--- config.mk ---
export PLATFORM = sky130hd
export DESIGN_NAME = rip_load_aligner
export DESIGN_NICKNAME = d
export VERILOG_FILES = /design/src/rtl/rip_load_aligner.sv
export SDC_FILE = /design/constraint.sdc
export NUM_CORES = 1
export LEC_CHECK = 0
export ABC_AREA = 1
export CAP_MARGIN = 10
export CORE_UTILIZATION = 54
export CTS_CLUSTER_DIAMETER = 150
export DETAILED_ROUTE_END_ITERATION = 16
export GPL_TIMING_DRIVEN = 1
export PLACE_DENSITY = 0.81
export SETUP_SLACK_MARGIN = 0.15
export SYNTH_ARGS = -nofsm -noshare
export SYNTH_HDL_FRONTEND = slang
export SYNTH_SLANG_ARGS = --single-unit
--- constraint.sdc ---
create_clock -name clk -period 5.45 [get_ports clk]
set_input_delay 0.8175 -clock clk [delete_from_list [all_inputs] [get_ports clk]]
set_output_delay 0.8175 -clock clk [all_outputs]
set_load 0.05 [all_outputs]
--- src/rtl/rip_load_aligner.sv ---
// RV32 load aligner: splits misaligned loads into word reads, then
// merges, shifts and extends the read data into one load result.
module rip_load_aligner #(
  parameter  int ADDR_WIDTH = 32,
  localparam int B_WIDTH    = 8,
  localparam int H_WIDTH    = 16,
  localparam int W_WIDTH    = 32,
  localparam int D_WIDTH    = 64
) (
  input  logic                  clk,
  input  logic                  rst,
  input  logic                  req_valid,
  output logic                  req_ready,
  input  logic [ADDR_WIDTH-1:0] req_addr,
  input  logic [1:0]            req_size,
  input  logic                  req_unsigned,
  output logic                  mem_rd_valid,
  input  logic                  mem_rd_ready,
  output logic [ADDR_WIDTH-1:0] mem_rd_addr,
  input  logic                  mem_rsp_valid,
  input  logic [W_WIDTH-1:0]    mem_rsp_data,
  output logic                  rsp_valid,
  input  logic                  rsp_ready,
  output logic [W_WIDTH-1:0]    rsp_data,
  output logic                  busy
);

  typedef enum logic [2:0] {
    S_IDLE,
    S_RD0,
    S_WAIT0,
    S_RD1,
    S_WAIT1,
    S_ALIGN,
    S_DONE
  } state_t;

  localparam logic [1:0] SZ_B = 2'b00;
  localparam logic [1:0] SZ_H = 2'b01;

  state_t                  r_state;
  state_t                  w_next;
  logic [1:0]              r_off;
  logic [1:0]              r_size;
  logic                    r_uns;
  logic                    r_split;
  logic [ADDR_WIDTH-1:0]   r_base;
  logic [W_WIDTH-1:0]      r_lo;
  logic [W_WIDTH-1:0]      r_hi;
  logic                    r_mem_rd_valid;
  logic [ADDR_WIDTH-1:0]   r_mem_rd_addr;
  logic [W_WIDTH-1:0]      r_rsp_data;

  logic                    w_accept;
  logic                    w_split;
  logic [ADDR_WIDTH-1:0]   w_base;
  logic                    w_rd_hs;
  logic                    w_lo_take;
  logic                    w_hi_take;
  logic [D_WIDTH-1:0]      w_cat;
  logic [W_WIDTH-1:0]      w_shift;
  logic                    w_sext;
  logic [W_WIDTH-1:0]      w_result;

  assign req_ready    = (r_state == S_IDLE);
  assign busy         = (r_state != S_IDLE);
  assign rsp_valid    = (r_state == S_DONE);
  assign mem_rd_valid = r_mem_rd_valid;
  assign mem_rd_addr  = r_mem_rd_addr;
  assign rsp_data     = r_rsp_data;

  assign w_accept = req_valid && req_ready;
  assign w_base   = {req_addr[ADDR_WIDTH-1:2], 2'b00};

  // A half at offset 3 or any unaligned word spills into the next word.
  assign w_split =
    ((req_size == SZ_H) && (req_addr[1:0] == 2'd3)) ||
    (req_size[1] && (req_addr[1:0] != 2'd0));

  assign w_rd_hs = r_mem_rd_valid && mem_rd_ready;
  assign w_lo_take = (r_state == S_WAIT0) && mem_rsp_valid;
  assign w_hi_take = (r_state == S_WAIT1) && mem_rsp_valid;

  always_comb begin
    w_next = r_state;
    unique case (r_state)
      S_IDLE:  if (w_accept) w_next = S_RD0;
      S_RD0:   if (w_rd_hs) w_next = S_WAIT0;
      S_WAIT0: begin
        if (mem_rsp_valid) begin
          w_next = r_split ? S_RD1 : S_ALIGN;
        end
      end
      S_RD1:   if (w_rd_hs) w_next = S_WAIT1;
      S_WAIT1: if (mem_rsp_valid) w_next = S_ALIGN;
      S_ALIGN: w_next = S_DONE;
      S_DONE:  if (rsp_ready) w_next = S_IDLE;
      default: w_next = S_IDLE;
    endcase
  end

  assign w_cat   = {r_hi, r_lo};
  assign w_shift = W_WIDTH'(w_cat >> {r_off, 3'b000});

  always_comb begin
    w_result = w_shift;
    w_sext   = 1'b0;
    unique case (r_size)
      SZ_B: begin
        w_sext   = !r_uns && w_shift[B_WIDTH-1];
        w_result = {{(W_WIDTH-B_WIDTH){w_sext}},
                    w_shift[B_WIDTH-1:0]};
      end
      SZ_H: begin
        w_sext   = !r_uns && w_shift[H_WIDTH-1];
        w_result = {{(W_WIDTH-H_WIDTH){w_sext}},
                    w_shift[H_WIDTH-1:0]};
      end
      default: w_result = w_shift;
    endcase
  end

  always_ff @(posedge clk or posedge rst) begin
    if (rst) begin
      r_state <= S_IDLE;
    end else begin
      r_state <= w_next;
    end
  end

  always_ff @(posedge clk or posedge rst) begin
    if (rst) begin
      r_off   <= '0;
      r_size  <= '0;
      r_uns   <= 1'b0;
      r_split <= 1'b0;
      r_base  <= '0;
    end else if (w_accept) begin
      r_off   <= req_addr[1:0];
      r_size  <= req_size;
      r_uns   <= req_unsigned;
      r_split <= w_split;
      r_base  <= w_base;
    end
  end

  always_ff @(posedge clk or posedge rst) begin
    if (rst) begin
      r_lo <= '0;
      r_hi <= '0;
    end else begin
      if (w_accept) begin
        r_hi <= '0;
      end
      if (w_lo_take) begin
        r_lo <= mem_rsp_data;
      end
      if (w_hi_take) begin
        r_hi <= mem_rsp_data;
      end
    end
  end

  // Read request is raised on entry to RD0/RD1 so it is ready
  // the first cycle of the state and stays put until accepted.
  always_ff @(posedge clk or posedge rst) begin
    if (rst) begin
      r_mem_rd_valid <= 1'b0;
      r_mem_rd_addr  <= '0;
    end else begin
      if (w_accept) begin
        r_mem_rd_valid <= 1'b1;
        r_mem_rd_addr  <= w_base;
      end else if (w_lo_take && r_split) begin
        r_mem_rd_valid <= 1'b1;
        r_mem_rd_addr  <= r_base + ADDR_WIDTH'(4);
      end else if (w_rd_hs) begin
        r_mem_rd_valid <= 1'b0;
      end
    end
  end

  always_ff @(posedge clk or posedge rst) begin
    if (rst) begin
      r_rsp_data <= '0;
    end else if (r_state == S_ALIGN) begin
      r_rsp_data <= w_result;
    end
  end

endmodule

==> impl_metrics.csv, run 1 <==
group,metric,value,unit
sta,hold_viol,0,
clock_network,path_clk_slew,0.06,ns
worst_setup_path,cp.arrival,3.50,ns
pwr,peakVddDrop,0.675,mV
pwr,p_seq_frac,0.312,
synth,synth_area_leaders,"dfrtp_1 46%, nand2_1 15%, inv_1 7.2%",
sta,max_freq,0.314,GHz
global_route,antenna_found_initial,0,
clock_network,post-cts-setup-buffers,0,
worst_setup_path,cp-end-kind,"flop",
place,gp_congestion,0.863,
place,place_ws,1.93,ns
sta,setup_viol,0,
place,dp_cells,1487,
pwr,clockPowerShare,0.181,
synth,ys_seq_elements,158,
clock_network,cts_max_level,4,
clock_network,cts_resized,0,
hold_path,hold_class,"flop to flop",
sta,rsz0062_at_grt,"false",
clock_network,postCtsHoldBufs,0,
synth,synth.largest_area_cell,"dfrtp_1",
global_route,grt_max_degree,111,
synth,yosysTopAreaCellShare,0.463,
global_route,overflow,0,
final_layout,drive_gt1_frac,0.0750,
final_layout,syn2layout_area_growth,23.8,%
final_layout,layout_commonest_cell,"nand2_1",
route,totalWireLength,22100,µm
pwr,switching_share,0.466,
sta,min_period,3.18,ns
clock_network,cts_buffers,17,
worst_setup_path,rrSetupSlack,2.50,ns
synth,ys_seq_area_frac,0.463,
floorplan,die_h,128,µm
clock_network,root_buffer,"clkbuf_16",
sta,fin_worst_skew,0.00949,ns
synth,syn_inst,1192,
global_route,grt_pass1_wl,36000,µm
sta,period_share,0.584,
pwr,p_comb_frac,0.507,
final_layout,nets,1369,
floorplan,num_rows,45,
worst_setup_path,crit_path_start_kind,"primary input",
worst_setup_path,required,5.76,ns
synth,syn_area_per_cell,7.16,µm²
pwr,powerDensity,668,mW/mm²
sta,worst_slack,2.27,ns
place,portBuffers,138,
route,drcViolationCount,0,
final_layout,layout_common_cells,"351 x nand2_1, 162 x inv_1, 158 x dfrtp_1",
place,place_area,0.00992,mm²
pwr,cellInternalPower,3.77,mW
clock_network,clk_latency,0.43,ns
pwr,p_sw,3.29,mW
floorplan,start_util,0.557,
floorplan,die_w,128,µm
pwr,leakagePower,5.20,nW
route,wl_per_cell,14.6,µm
final_layout,design_area,0.0106,mm²
sta,worstMarginPinSlew,1.09,ns
synth,ys_types,35,
global_route,grt_usage,0.285,
synth,yosys_warnings,0,
final_layout,final_cells,1518,
sta,setup_tns,0,ns
final_layout,antenna_cells,0,
route,vias,7997,
outcome,status,"completed",
route,antenna_left,0,
clock_network,clockBufferDepth,2,
sta,relSlewSlack,0.274,
synth,syn_area,0.00853,mm²
clock_network,clock-sinks,158,
floorplan,boundaryPins,141,
route,viasPerCell,5.27,
sta,drv_slew,0,
clock_network,cts_tree,"yes",
worst_setup_path,crit_type,"primary input to flop",
floorplan,core-area,0.0153,mm²
floorplan,die-area,0.0163,mm²
route,drt_iter0_drc,985,
global_route,grt_pass1_vias,7230,
route,drt-pass1-iter-count,7,
run,cap_violations,0,
place,place_hpwl,14900,µm
worst_setup_path,cp_max_fo,110,
## cells by family after synthesis
kind of cell	Yosys count	synth area share
other cells	1	0.000440
buf+inv	229	0.112
xor+xnor	1	0.00103
simple gates	637	0.319
fa+ha+maj	1	0.00147
flops	158	0.463
compound gates	165	0.103
## layer usage
metal  track usage  share of wire
met5             0              0
met3        0.0710          0.085
met1         0.417           0.46
met4        0.0699          0.014
met2         0.427           0.44
## power by group through the flow
stage	clock (mW)	sequential, mW	combinational (mW)
floorplan	0	2.85	1.90
global placement	0	2.19	3.45
detailed placement	0	2.19	3.53
CTS	1.29	2.19	3.57
global route	1.33	2.26	3.94
finish	1.28	2.20	3.58
## path summary, 6_finish.rpt
kind	from	endpoint	cells after the start
max	req_valid	mem_rd_addr[16]$_DFFE_PP0P_	8
min	rsp_data[0]$_DFFE_PP0N_	rsp_data[0]$_DFFE_PP0N_	2
max reg2reg	r_state[2]$_DFFE_PP0P_	mem_rd_addr[16]$_DFFE_PP0P_	8
min reg2reg	rsp_data[0]$_DFFE_PP0N_	rsp_data[0]$_DFFE_PP0N_	2
max in group asynchronous	rst	rsp_data[20]$_DFFE_PP0N_	3
min in group asynchronous	rst	r_hi[14]$_DFFE_PP0P_	2
## through the flow
stage          hold slack [ns]  utilization  power (mW)
6_report                 0.487        0.690        7.06
3_5_place_dp             0.473        0.648        5.72
4_1_cts                  0.489        0.690        7.04
3_3_place_gp             0.469        0.648        5.64
2_1_floorplan            0.453            -        4.74
5_1_grt                  0.512        0.690        7.54
## flip-flops by register name (all words and copies together) (netlist names)
| name | count |
|---|---|
| r_split | 1 |
| mem_rd_addr | 30 |
| r_lo | 32 |
| r_hi | 24 |
| rsp_data | 32 |
| r_off | 2 |
| mem_rd_valid | 1 |
| r_base | 30 |
| r_state | 3 |
| r_uns | 1 |
| r_size | 2 |
## synth_stat cells (all sizes together)
library cell / instances
o211ai: 2
buf: 41
conb: 1
o21ai: 108
o22ai: 16
clkbuf: 21
dfrtp: 158
nand3: 108
o21bai: 2
nand4: 2
nand3b: 5
xnor2: 1
nor2: 129
nand2: 351
a21oi: 29
nor3: 1
and2: 2
a31oi: 8
ha: 1
or2: 39
inv: 167
## area by class of cell
class / instances / area (µm²)
Clock buffer: 21 / 480
Clock inverter: 10 / 159
Fill cell: 1283 / 4750
Inverter: 167 / 632
Multi-Input combinational cell: 806 / 3640
Sequential cell: 158 / 3950
Tap cell: 211 / 264
Timing Repair Buffer: 145 / 1430
## critical path, cell delays in order
cell and delay, ns:
clkdlybuf4s50_1 0.46, nand3_4 0.11, buf_4 0.77, inv_1 0.74, nand2_1 0.27, o21ai_1 0.10, nor2_1 0.13, nor2_1 0.05
Note: power is estimated with default switching activity, not from simulation.
==> inputs of run 2 (changes only) <==
==> constraint.sdc (replaced) <==
create_clock -name clk -period 3.1 [get_ports clk]
set_input_delay 0.465 -clock clk [delete_from_list [all_inputs] [get_ports clk]]
set_output_delay 0.465 -clock clk [all_outputs]
set_load 0.05 [all_outputs]
==> impl_metrics.csv, run 2 (same netlist as run 1, synthesis figures left out) <==
group,metric,value,unit
outcome,status,"completed",
clock_network,post-cts-setup-buffers,0,
final_layout,final_cells,1528,
final_layout,nets,1378,
sta,relSlewSlack,0.457,
final_layout,layout_commonest_cell,"nand2_1",
pwr,peakVddDrop,0.942,mV
sta,rsz0062_at_grt,"false",
worst_setup_path,crit_path_start_kind,"flop",
global_route,grt_max_degree,111,
floorplan,core-area,0.0153,mm²
hold_path,hold_class,"flop to flop",
global_route,grt_pass1_wl,35600,µm
final_layout,syn2layout_area_growth,24.3,%
route,drcViolationCount,0,
clock_network,clk_latency,0.43,ns
final_layout,antenna_cells,0,
place,portBuffers,138,
place,place_hpwl,15500,µm
pwr,leakagePower,5.20,nW
floorplan,die_w,128,µm
hold_path,hp-start,"rsp_data[2]$_DFFE_PP0N_",
sta,setup_viol,0,
global_route,grt_usage,0.282,
route,drt_iter0_drc,941,
sta,worstMarginPinSlew,0.813,ns
floorplan,start_util,0.557,
clock_network,clock-sinks,158,
worst_setup_path,crit_start,"r_state[0]$_DFFE_PP0P_",
clock_network,clockBufferDepth,2,
final_layout,fill_cells,1247,
sta,fin_worst_skew,0.00959,ns
sta,max_freq,0.393,GHz
worst_setup_path,required,2.63,ns
global_route,overflow,0,
route,drt-pass1-iter-count,7,
floorplan,die-area,0.0163,mm²
sta,hold_viol,0,
sta,drv_slew,0,
worst_setup_path,worstRegToRegCells,8,
place,dp_cells,1496,
worst_setup_path,cp_max_fo,7,
place,gp_congestion,0.890,
run,cap_violations,0,
route,totalWireLength,21700,µm
worst_setup_path,crit_type,"flop to primary output",
floorplan,die_h,128,µm
clock_network,root_buffer,"clkbuf_16",
clock_network,path_clk_slew,0.06,ns
hold_path,hold_path_depth,2,
clock_network,cts_resized,0,
route,wl_per_cell,14.2,µm
floorplan,num_rows,45,
route,antenna_left,0,
worst_setup_path,regToRegEndpoint,"rsp_data[20]$_DFFE_PP0N_",
sta,setup_tns,0,ns
clock_network,cts_max_level,4,
worst_setup_path,r2r-start,"r_off[0]$_DFFE_PP0P_",
sta,period_share,0.821,
route,vias,7868,
route,viasPerCell,5.15,
worst_setup_path,cp-end-kind,"primary output",
pwr,powerDensity,1150,mW/mm²
final_layout,layout_common_cells,"351 x nand2_1, 162 x inv_1, 158 x dfrtp_1",
clock_network,postCtsHoldBufs,0,
worst_setup_path,rrSetupSlack,0.86,ns
global_route,grt_pass1_vias,7184,
sta,min_period,2.54,ns
floorplan,boundaryPins,141,
hold_path,hold_path_end,"rsp_data[2]$_DFFE_PP0N_",
final_layout,drive_gt1_frac,0.0812,
clock_network,cts_tree,"yes",
worst_setup_path,cp.arrival,2.08,ns
global_route,antenna_found_initial,0,
clock_network,cts_buffers,17,
## run 2: changes by cell type in the layout (fill, tap and decap cells not counted), sizes merged
| cell | change |
|---|---|
| buf | +9 |
| bufinv | -3 |
| clkinvlp | +5 |
| inv | -1 |
## run 2: critical path, cell delays in order (launching register included)
cell and delay [ns]:
dfrtp_1 0.48, nor2_4 0.20, nand2_1 0.10, inv_1 0.08, clkdlybuf4s50_1 0.80
## run 2: layout make-up
cell class / count / area (µm²) / area share
multi-input cells: 806 / 3640 / 0.343
inverters: 167 / 631 / 0.0595
clock inverters: 11 / 110 / 0.0104
repair buffers: 154 / 1540 / 0.145
well taps: 211 / 264 / 0.0249
clock buffers: 21 / 470 / 0.0444
flip-flops and latches: 158 / 3950 / 0.373
## run 2: per-stage QoR
stage               setup WS [ns]  cell area [µm²]  power (mW)  utilization  hold slack, ns
global route                0.459            10600        13.1        0.693           0.510
global placement            0.762            10000        9.96        0.655           0.465
finish                      0.555            10600        12.2        0.693           0.485
floorplan                   0.634             8540        8.34            -           0.453
CTS                         0.544            10600        12.2        0.693           0.487
detailed placement          0.704            10000        10.1        0.655           0.470
## run 2: power breakdown
group	switching [mW]	total (mW)	internal, mW
Clock	0.846	2.02	1.17
Combinational	4.13	6.32	2.19
Sequential	0.805	3.86	3.06
## run 2: how the worst max path moves through the flow
stage / end / slack [ns] / depth (start not counted)
floorplan: mem_rd_addr[10]$_DFFE_PP0P_ / 0.63 / 1
global placement: mem_rd_addr[19]$_DFFE_PP0P_ / 0.76 / 8
detailed placement: mem_rd_addr[23]$_DFFE_PP0P_ / 0.70 / 8
CTS: req_ready / 0.54 / 4
global route: req_ready / 0.46 / 4
finish: req_ready / 0.56 / 4
## run 2: layer usage
metal,global-route usage,part of all wire
met2,0.412,0.42
met1,0.416,0.47
met5,0,0
met3,0.0605,0.091
met4,0.0934,0.017
